<file path="src/rtl/sap1_pkg.sv">
// rtl/sap1_pkg.sv - SAP-1 sequencer shared types: opcodes, control word layout, ring states
package sap1_pkg;

    localparam int OP_W     = 4;
    localparam int RING_LEN = 6;

    typedef enum logic [OP_W-1:0] {
        LDA = 4'h0,
        ADD = 4'h1,
        SUB = 4'h2,
        OUT = 4'hE,
        HLT = 4'hF
    } opcode_t;

    // Field order matches the CON bus, MSB first.
    typedef struct packed {
        logic cp;
        logic ep;
        logic lm;
        logic ce;
        logic li;
        logic ei;
        logic la;
        logic ea;
        logic su;
        logic eu;
        logic lb;
        logic lo;
    } con_t;

    localparam logic [RING_LEN-1:0] T1 = 6'b000001;
    localparam logic [RING_LEN-1:0] T2 = 6'b000010;
    localparam logic [RING_LEN-1:0] T3 = 6'b000100;
    localparam logic [RING_LEN-1:0] T4 = 6'b001000;
    localparam logic [RING_LEN-1:0] T5 = 6'b010000;
    localparam logic [RING_LEN-1:0] T6 = 6'b100000;

endpackage

</file>
<file path="src/rtl/controller_sequencer_if.sv">
// rtl/controller_sequencer_if.sv - sequencer/datapath bus: opcode in, control word and ring state out
//   IR_OP : opcode from IR[7:4]
//   CON   : 12-bit control word {Cp,Ep,Lm,CE,Li,Ei,La,Ea,Su,Eu,Lb,Lo}
//   T     : one-hot ring state, zero while halted
//   HLT   : registered halt flag
interface controller_sequencer_if;
    logic [sap1_pkg::OP_W-1:0]     IR_OP;
    logic [11:0]                   CON;
    logic [sap1_pkg::RING_LEN-1:0] T;
    logic                          HLT;

    modport master (input IR_OP, output CON, output T, output HLT);
    modport slave  (output IR_OP, input CON, input T, input HLT);
endinterface

</file>
<file path="src/rtl/ring_counter.sv">
// rtl/ring_counter.sv - one-hot T1..T6 ring counter with rotate enable
//   CLK : clock
//   CLR : asynchronous active-high reset to T1
//   EN  : rotate when high, hold when low
//   T   : one-hot state
module ring_counter
    import sap1_pkg::*;
(
    input  logic                CLK,
    input  logic                CLR,
    input  logic                EN,
    output logic [RING_LEN-1:0] T
);

    logic [RING_LEN-1:0] r_t;

    always_ff @(posedge CLK or posedge CLR) begin
        if (CLR) begin
            r_t <= T1;
        end else if (EN) begin
            r_t <= {r_t[RING_LEN-2:0], r_t[RING_LEN-1]};
        end
    end

    assign T = r_t;

endmodule

</file>
<file path="src/rtl/controller_sequencer.sv">
// rtl/controller_sequencer.sv - SAP-1 control unit: ring counter, halt flop and control word decode
//   CLK : clock, rising edge
//   CLR : asynchronous active-high reset
//   bus : master side of controller_sequencer_if (IR_OP in; CON, T, HLT out)
module controller_sequencer
    import sap1_pkg::*;
(
    input  logic CLK,
    input  logic CLR,
    controller_sequencer_if.master bus
);

    logic                r_halt;
    logic                w_halt_next;
    logic [RING_LEN-1:0] w_ring_t;
    con_t                w_con;

    // Halt is taken on the edge that ends T4 of an HLT instruction and then
    // sticks; the ring stops on that same edge.
    assign w_halt_next = r_halt | ((w_ring_t == T4) && (bus.IR_OP == HLT));

    ring_counter u_ring (
        .CLK (CLK),
        .CLR (CLR),
        .EN  (~w_halt_next),
        .T   (w_ring_t)
    );

    always_ff @(posedge CLK or posedge CLR) begin
        if (CLR) begin
            r_halt <= 1'b0;
        end else begin
            r_halt <= w_halt_next;
        end
    end

    // CON is forced to zero during reset without waiting for a clock.
    always_comb begin
        w_con = '0;
        if (!CLR && !r_halt) begin
            case (w_ring_t)
                T1: begin w_con.ep = 1'b1; w_con.lm = 1'b1; end
                T2: begin w_con.cp = 1'b1; end
                T3: begin w_con.ce = 1'b1; w_con.li = 1'b1; end
                T4: begin
                    case (bus.IR_OP)
                        LDA, ADD, SUB: begin w_con.ei = 1'b1; w_con.lm = 1'b1; end
                        OUT:           begin w_con.ea = 1'b1; w_con.lo = 1'b1; end
                        default:       ;
                    endcase
                end
                T5: begin
                    case (bus.IR_OP)
                        LDA:     begin w_con.ce = 1'b1; w_con.la = 1'b1; end
                        ADD:     begin w_con.ce = 1'b1; w_con.lb = 1'b1; end
                        SUB:     begin w_con.ce = 1'b1; w_con.lb = 1'b1; w_con.su = 1'b1; end
                        default: ;
                    endcase
                end
                T6: begin
                    // Su stays high from T5 so the adder output is settled
                    // before the accumulator loads it.
                    case (bus.IR_OP)
                        ADD:     begin w_con.eu = 1'b1; w_con.la = 1'b1; end
                        SUB:     begin w_con.eu = 1'b1; w_con.la = 1'b1; w_con.su = 1'b1; end
                        default: ;
                    endcase
                end
                default: ;
            endcase
        end
    end

    assign bus.CON = w_con;
    assign bus.T   = r_halt ? '0 : w_ring_t;
    assign bus.HLT = r_halt;

    a_t_onehot: assert property (@(posedge CLK) disable iff (CLR)
        $onehot(bus.T) || ((bus.T == '0) && r_halt));
    a_bus_excl: assert property (@(posedge CLK) disable iff (CLR)
        $onehot0({w_con.ep, w_con.ce, w_con.ei, w_con.ea, w_con.eu}));
    a_lm_la:    assert property (@(posedge CLK) disable iff (CLR)
        !(w_con.lm && w_con.la));

endmodule
</file>
<file path="src/flat_wrapper.sv">
// flat-port wrapper written by rule: the top's interface ports become plain ports
module controller_sequencer_flat import sap1_pkg::*;
  (CLK, CLR, bus_IR_OP, bus_CON, bus_T, bus_HLT);
  controller_sequencer_if bus_i ();
  input  logic CLK;
  input  logic CLR;
  input wire logic [$bits(bus_i.IR_OP)-1:0] bus_IR_OP;
  output wire logic [$bits(bus_i.CON)-1:0] bus_CON;
  output wire logic [$bits(bus_i.T)-1:0] bus_T;
  output wire logic [$bits(bus_i.HLT)-1:0] bus_HLT;
  assign bus_i.IR_OP = bus_IR_OP;
  assign bus_CON = bus_i.CON;
  assign bus_T = bus_i.T;
  assign bus_HLT = bus_i.HLT;
  controller_sequencer u_core (.CLK(CLK), .CLR(CLR), .bus(bus_i));
endmodule
</file>
<file path="config.mk">
export PLATFORM = sky130hd
export DESIGN_NAME = controller_sequencer_flat
export DESIGN_NICKNAME = d
export VERILOG_FILES = /design/src/rtl/sap1_pkg.sv /design/src/rtl/controller_sequencer_if.sv /design/src/rtl/ring_counter.sv /design/src/rtl/controller_sequencer.sv /design/src/flat_wrapper.sv
export SDC_FILE = /design/constraint.sdc
export NUM_CORES = 1
export LEC_CHECK = 0
export CAP_MARGIN = 20
export CORE_UTILIZATION = 35
export CTS_BUF_LIST = sky130_fd_sc_hd__clkbuf_8
export DETAILED_ROUTE_END_ITERATION = 12
export PLACE_DENSITY_LB_ADDON = 0.12
export SYNTH_ARGS = -nofsm -noshare
export SYNTH_HDL_FRONTEND = slang
export SYNTH_SLANG_ARGS = --single-unit
</file>
<file path="constraint.sdc">
create_clock -name CLK -period 1.9 [get_ports CLK]
set_input_delay 0.38 -clock CLK [delete_from_list [all_inputs] [get_ports CLK]]
set_output_delay 0.38 -clock CLK [all_outputs]
set_load 0.1 [all_outputs]
</file>
==> report_table.html, run 1 <==
<table>
<tr><th>Metric</th><th>Value</th></tr>
<tr><th colspan="2">Yosys</th></tr>
<tr><td>Largest cells by area after synthesis</td><td>sky130_fd_sc_hd__dfrtp_1, sky130_fd_sc_hd__a21o_1, sky130_fd_sc_hd__nor2_1</td></tr>
<tr><td>Mapped Cells</td><td>61</td></tr>
<tr><td>Syn Nets</td><td>67</td></tr>
<tr><td>Seq/Total Area, Yosys</td><td>0.320</td></tr>
<tr><td>Share of the synthesized area in the top cell type</td><td>0.272</td></tr>
<tr><td>Cell with the most instances after synthesis</td><td>sky130_fd_sc_hd__nor2_1</td></tr>
<tr><td>Synth cell count leaders</td><td>sky130_fd_sc_hd__nor2_1, sky130_fd_sc_hd__dfrtp_1, sky130_fd_sc_hd__inv_1</td></tr>
<tr><td>#FFs+latches synth</td><td>7</td></tr>
<tr><td>Most common flop cell mapped by yosys</td><td>sky130_fd_sc_hd__dfrtp_1</td></tr>
<tr><td>Synth cell types</td><td>30</td></tr>
<tr><td>Share of async-settable or async-resettable flops after synthesis</td><td>1.00</td></tr>
<tr><td>Synth Warn #</td><td>0</td></tr>
<tr><td>Number of enable-type register cells in the synthesized netlist</td><td>0</td></tr>
<tr><td>Summed instance area of the synthesized netlist</td><td>552 µm²</td></tr>
<tr><td>Avg Cell Area, Syn</td><td>9.05 µm²</td></tr>
<tr><td>Cell type contributing the most total cell area after synthesis</td><td>sky130_fd_sc_hd__dfrtp_1</td></tr>
<tr><th colspan="2">Timing</th></tr>
<tr><td>Endpoint with the least setup slack after the last repair</td><td>bus_CON[4]</td></tr>
<tr><td>WEP type</td><td>primary output</td></tr>
<tr><th colspan="2">Place</th></tr>
<tr><td>Cell area after placement</td><td>1180 µm²</td></tr>
<tr><td>Buffers on Ports</td><td>24</td></tr>
<tr><td>Final Wtd Congestion</td><td>0.847</td></tr>
<tr><td>HPWL after detailed placement</td><td>1.46 mm</td></tr>
<tr><td>Minimum setup slack after placement</td><td>-412 ps</td></tr>
<tr><th colspan="2">Clock network</th></tr>
<tr><td>Hold-fix buffer count after cts</td><td>0</td></tr>
<tr><td>Number of H-tree branching levels</td><td>1</td></tr>
<tr><td>Maximum root-to-sink buffer count</td><td>2</td></tr>
<tr><td>Sink count of the clock tree</td><td>7</td></tr>
<tr><td>Clock root buffer</td><td>sky130_fd_sc_hd__clkbuf_8</td></tr>
<tr><td>Number of buffers created by CTS</td><td>3</td></tr>
<tr><th colspan="2">GRT</th></tr>
<tr><td>Pin count of the biggest net entering global routing</td><td>14</td></tr>
<tr><td>Initial antenna violation count</td><td>0</td></tr>
<tr><th colspan="2">Floorplan</th></tr>
<tr><td>Die span in y</td><td>41.7 µm</td></tr>
<tr><td>Starting Density</td><td>0.399</td></tr>
<tr><td>Count of standard-cell rows</td><td>13</td></tr>
<tr><td>Die Width</td><td>41.7 µm</td></tr>
<tr><td>Top-level port count</td><td>25</td></tr>
<tr><th colspan="2">Outcome</th></tr>
<tr><td>Result of the run</td><td>stopped before the end</td></tr>
<tr><td>Stage at which the flow ended</td><td>global routing</td></tr>
<tr><td>Stop Error</td><td>[ERROR DPL-0033] detailed placement checks failed during check placement.</td></tr>
</table>
-- metrics by stage --
step,cells,util,TNS [ps],hold WS (ps)
after CTS,118,0.948,-1850,464
after detailed placement,110,0.857,-3460,576
after global placement,110,0.857,-3210,555
after floorplan,61,-,-7780,183
-- kinds of logic after synthesis --
family / share of synthesized area
xor+xnor: 0.0159
simple gates: 0.422
flops: 0.320
mux: 0.0181
buf+inv: 0.0771
compound gates: 0.147
-- what timing repair did --
item                                    in CTS
buffers inserted                             4
resized for setup                           17
pin swaps                                   10
endpoints found under the setup margin      12
==> inputs of run 2 (changes only) <==
--- a/config.mk
+++ b/config.mk
@@ -6,10 +6,10 @@
 export NUM_CORES = 1
 export LEC_CHECK = 0
 export CAP_MARGIN = 20
-export CORE_UTILIZATION = 35
-export CTS_BUF_LIST = sky130_fd_sc_hd__clkbuf_8
+export CORE_AREA = 2 2 63 65
 export DETAILED_ROUTE_END_ITERATION = 12
-export PLACE_DENSITY_LB_ADDON = 0.12
+export DIE_AREA = 0 0 65 67
+export PLACE_DENSITY_LB_ADDON = 0.15
 export SYNTH_ARGS = -nofsm -noshare
 export SYNTH_HDL_FRONTEND = slang
 export SYNTH_SLANG_ARGS = --single-unit
==> run 2 against run 1 <==
Effect of this change: the flow now finishes, with violations (setup timing); synthesized cell count is the same; synthesized area stayed put.
==> report_table.html, run 2 <==
<table>
<tr><th>Metric</th><th>Value</th></tr>
<tr><th colspan="2">Cells and area</th></tr>
<tr><td>Number of diodes added for antenna fixing</td><td>0</td></tr>
<tr><td>Highest-count cells in the layout ignoring fill and taps</td><td>sky130_fd_sc_hd__buf_12, sky130_fd_sc_hd__buf_4, sky130_fd_sc_hd__inv_1, sky130_fd_sc_hd__nor2_1, sky130_fd_sc_hd__dlygate4sd2_1</td></tr>
<tr><td>Filler cells</td><td>360</td></tr>
<tr><td>Multi-input gate area</td><td>478 µm²</td></tr>
<tr><td>Most common library cell in the layout ignoring fill and taps</td><td>sky130_fd_sc_hd__buf_12</td></tr>
<tr><td>Final layout net count</td><td>109</td></tr>
<tr><td>Post-layout utilization of the core</td><td>0.373</td></tr>
<tr><td>Number of flip-flops in the largest register</td><td>6</td></tr>
<tr><td>Fraction of final layout cells sized beyond drive strength 1</td><td>0.667</td></tr>
<tr><td>Non-Filler Cell Area, Final</td><td>1350 µm²</td></tr>
<tr><td>Synth-to-Final Area Change</td><td>144%</td></tr>
<tr><td>Area taken by flip-flops and latches</td><td>184 µm²</td></tr>
<tr><th colspan="2">Timing</th></tr>
<tr><td>RSZ-0062 raised after global routing</td><td>true</td></tr>
<tr><td>Final Skew</td><td>1.55 ps</td></tr>
<tr><td>Pin slew with the least headroom to its limit</td><td>394 ps</td></tr>
<tr><td>Max-slew violation total from the final report</td><td>0</td></tr>
<tr><td>Final clock period utilization by the worst path</td><td>1.08</td></tr>
<tr><td>Final hold slack</td><td>462 ps</td></tr>
<tr><td>Max transition margin</td><td>0.735</td></tr>
<tr><td>Final Hold Viols</td><td>0</td></tr>
<tr><td>Final Critical Period</td><td>2050 ps</td></tr>
<tr><td>Number of setup violations in the final report</td><td>11</td></tr>
<tr><td>Worst-case setup margin in the final layout</td><td>-152 ps</td></tr>
<tr><td>Achievable clock frequency</td><td>487 MHz</td></tr>
<tr><th colspan="2">Route</th></tr>
<tr><td>Number of vias after detailed routing</td><td>626</td></tr>
<tr><td>Number of nets with antenna violations after routing</td><td>0</td></tr>
<tr><td>Residual DRC count</td><td>0</td></tr>
<tr><td>WL/cell</td><td>12.2 µm</td></tr>
<tr><td>Aggregate routed wire length</td><td>1.83 mm</td></tr>
<tr><td>Via-per-instance ratio</td><td>4.17</td></tr>
<tr><td>First-pass DRT Iterations</td><td>4</td></tr>
<tr><td>Detailed router's first-iteration violation count</td><td>9</td></tr>
<tr><th colspan="2">Run</th></tr>
<tr><td>Maxcap violations</td><td>0</td></tr>
<tr><th colspan="2">Clock network</th></tr>
<tr><td>Clock root buffer</td><td>sky130_fd_sc_hd__clkbuf_8 (unchanged)</td></tr>
<tr><td>Worst-skew pair later-pin latency</td><td>230 ps</td></tr>
<tr><td>Number of buffers created by CTS</td><td>3 (unchanged)</td></tr>
<tr><td>Clock tree from TritonCTS</td><td>yes</td></tr>
<tr><td>Maximum root-to-sink buffer count</td><td>2 (unchanged)</td></tr>
<tr><td>Number of H-tree branching levels</td><td>1 (unchanged)</td></tr>
<tr><td>Hold-fix buffer count after cts</td><td>0 (unchanged)</td></tr>
<tr><td>Sink count of the clock tree</td><td>7 (unchanged)</td></tr>
<tr><td>Clock transition at path regs</td><td>40 ps</td></tr>
<tr><th colspan="2">Floorplan</th></tr>
<tr><td>Starting Density</td><td>0.153 (was 0.399)</td></tr>
<tr><td>Area inside the core boundary</td><td>3610 µm²</td></tr>
<tr><td>Count of standard-cell rows</td><td>22 (was 13)</td></tr>
<tr><td>Die span in y</td><td>67 µm (was 41.7 µm)</td></tr>
<tr><td>Die Width</td><td>65 µm (was 41.7 µm)</td></tr>
<tr><td>Die Outline Area</td><td>4360 µm²</td></tr>
<tr><td>Top-level port count</td><td>25 (unchanged)</td></tr>
<tr><th colspan="2">Yosys</th></tr>
<tr><td>Cell type contributing the most total cell area after synthesis</td><td>sky130_fd_sc_hd__dfrtp_1 (unchanged)</td></tr>
<tr><td>Avg Cell Area, Syn</td><td>9.05 µm² (unchanged)</td></tr>
<tr><td>Seq/Total Area, Yosys</td><td>0.320 (unchanged)</td></tr>
<tr><td>Synth cell count leaders</td><td>sky130_fd_sc_hd__nor2_1, sky130_fd_sc_hd__dfrtp_1, sky130_fd_sc_hd__inv_1 (unchanged)</td></tr>
<tr><td>Most common flop cell mapped by yosys</td><td>sky130_fd_sc_hd__dfrtp_1 (unchanged)</td></tr>
<tr><td>Number of enable-type register cells in the synthesized netlist</td><td>0 (unchanged)</td></tr>
<tr><td>Largest cells by area after synthesis</td><td>sky130_fd_sc_hd__dfrtp_1, sky130_fd_sc_hd__a21o_1, sky130_fd_sc_hd__nor2_1 (unchanged)</td></tr>
<tr><td>Synth cell types</td><td>30 (unchanged)</td></tr>
<tr><td>Share of the synthesized area in the top cell type</td><td>0.272 (unchanged)</td></tr>
<tr><td>Mapped Cells</td><td>61 (unchanged)</td></tr>
<tr><td>Summed instance area of the synthesized netlist</td><td>552 µm² (unchanged)</td></tr>
<tr><td>Synth Warn #</td><td>0 (unchanged)</td></tr>
<tr><td>Share of async-settable or async-resettable flops after synthesis</td><td>1.00 (unchanged)</td></tr>
<tr><td>#FFs+latches synth</td><td>7 (unchanged)</td></tr>
<tr><td>Syn Nets</td><td>67 (unchanged)</td></tr>
<tr><td>Cell with the most instances after synthesis</td><td>sky130_fd_sc_hd__nor2_1 (unchanged)</td></tr>
<tr><th colspan="2">Power</th></tr>
<tr><td>Total power</td><td>404 µW</td></tr>
<tr><td>Leakage power of the design</td><td>0.538 nW</td></tr>
<tr><td>Power density over the cells</td><td>300 nW/µm²</td></tr>
<tr><td>Maximum VDD drop</td><td>0.000176 V</td></tr>
<tr><th colspan="2">Outcome</th></tr>
<tr><td>Result of the run</td><td>finished with violations (was stopped before the end)</td></tr>
<tr><td>Failing checks</td><td>setup timing</td></tr>
<tr><th colspan="2">Place</th></tr>
<tr><td>HPWL after detailed placement</td><td>1.46 mm (about the same)</td></tr>
<tr><td>Final Wtd Congestion</td><td>0.702 (was 0.847)</td></tr>
<tr><td>Cell area after placement</td><td>1250 µm² (was 1180 µm²)</td></tr>
<tr><td>Buffers on Ports</td><td>24 (unchanged)</td></tr>
<tr><th colspan="2">Worst setup path</th></tr>
<tr><td>Critical Path Sink Type</td><td>output port</td></tr>
<tr><td>Crit path arrival time</td><td>1670 ps</td></tr>
<tr><td>Max stage delay on crit path</td><td>590 ps</td></tr>
<tr><td>Register-to-register setup slack</td><td>350 ps</td></tr>
<tr><td>Required time of the worst setup path</td><td>1520 ps</td></tr>
<tr><td>Critical path type</td><td>register to output port</td></tr>
<tr><td>Maximum fanout count along the critical path</td><td>4</td></tr>
<tr><td>Startpoint class of the critical path</td><td>register</td></tr>
<tr><td>Cells along the critical path</td><td>or4_4 &gt; nor3b_4 &gt; buf_12</td></tr>
<tr><td>Cell at the slowest stage of the critical path</td><td>sky130_fd_sc_hd__or4_4</td></tr>
<tr><th colspan="2">GRT</th></tr>
<tr><td>Initial antenna violation count</td><td>0</td></tr>
<tr><td>Via count of the first global-routing pass</td><td>657</td></tr>
<tr><td>GRT Overall Usage</td><td>0.0954</td></tr>
<tr><td>Pin count of the biggest net entering global routing</td><td>15</td></tr>
<tr><td>Global-route congestion overflow total</td><td>0</td></tr>
<tr><td>Wire length of the first global-routing pass</td><td>3.07 mm</td></tr>
<tr><th colspan="2">Hold path</th></tr>
<tr><td>Worst hold path type</td><td>input pin to asynchronous set/reset pin</td></tr>
</table>
## run 2: final timing paths
check | startpoint | endpoint | cells after the start
max in group asynchronous | CLR | u_core.u_ring.T[0] | 3
min in group CLK | u_core.u_ring.T[0] | u_core.u_ring.T[0] | 1
max | u_core.u_ring.T[1] | bus_CON[10] | 3
min reg2reg | u_core.u_ring.T[0] | u_core.u_ring.T[0] | 1
min | CLR | u_core.bus.HLT | 3
max reg2reg | u_core.u_ring.T[0] | u_core.u_ring.T[4] | 4
## run 2: report_power, final
group	switching (mW)	internal (mW)
logic	0.0256	0.0213
clock network	0.0623	0.145
registers	0	0.150
## run 2: cells by family (layout without fill, tap and decap cells)
family / count (synthesis) / in the layout / share of synthesized area
AOI/OAI and AO/OA: 10 / 10 / 0.147
muxes: 1 / 1 / 0.0181
DFF: 7 / 7 / 0.320
buffers and inverters: 9 / 50 / 0.0771
xor gates and xnor gates: 1 / 1 / 0.0159
and+or+nand+nor: 33 / 33 / 0.422
## run 2: area by class of cell
type | count | area share
Timing Repair Buffer | 40 | 0.413
Multi-Input combinational cell | 45 | 0.355
Sequential cell | 7 | 0.137
Tap cell | 48 | 0.0447
Clock buffer | 4 | 0.0335
Inverter | 6 | 0.0167
## run 2: routing by layer
layer,up-vias,global-route usage,wire length [µm]
met5,-,0,0
met1,305,0.111,747
met3,2,0.0236,96
met4,0,0.0665,15
met2,16,0.153,974
li1,303,-,-
## run 2: repair_timing
item | CTS | global route
resized for setup | 17 | 2
pin swaps | 6 | 4
setup endpoints to repair | 12 | 15
buffers inserted | 1 | 0
## run 2: metrics by stage
stage                     instances  setup TNS, ps  setup WS [ps]
final                           150          -1180           -152
after global routing            150          -2130           -240
after CTS                       150          -1600           -186
after detailed placement        146          -3630           -393
after global placement          146          -3650           -380
after floorplan                  61          -7780           -794
## run 2: worst max-delay path: cells and delay by family, from the launching register on
| family | cells | cell delay (ps) |
|---|---|---|
| and+or+nand+nor | 2 | 810 |
| DFF | 1 | 430 |
| buffers and inverters | 1 | 200 |
Power figures use the tool's default switching activity.
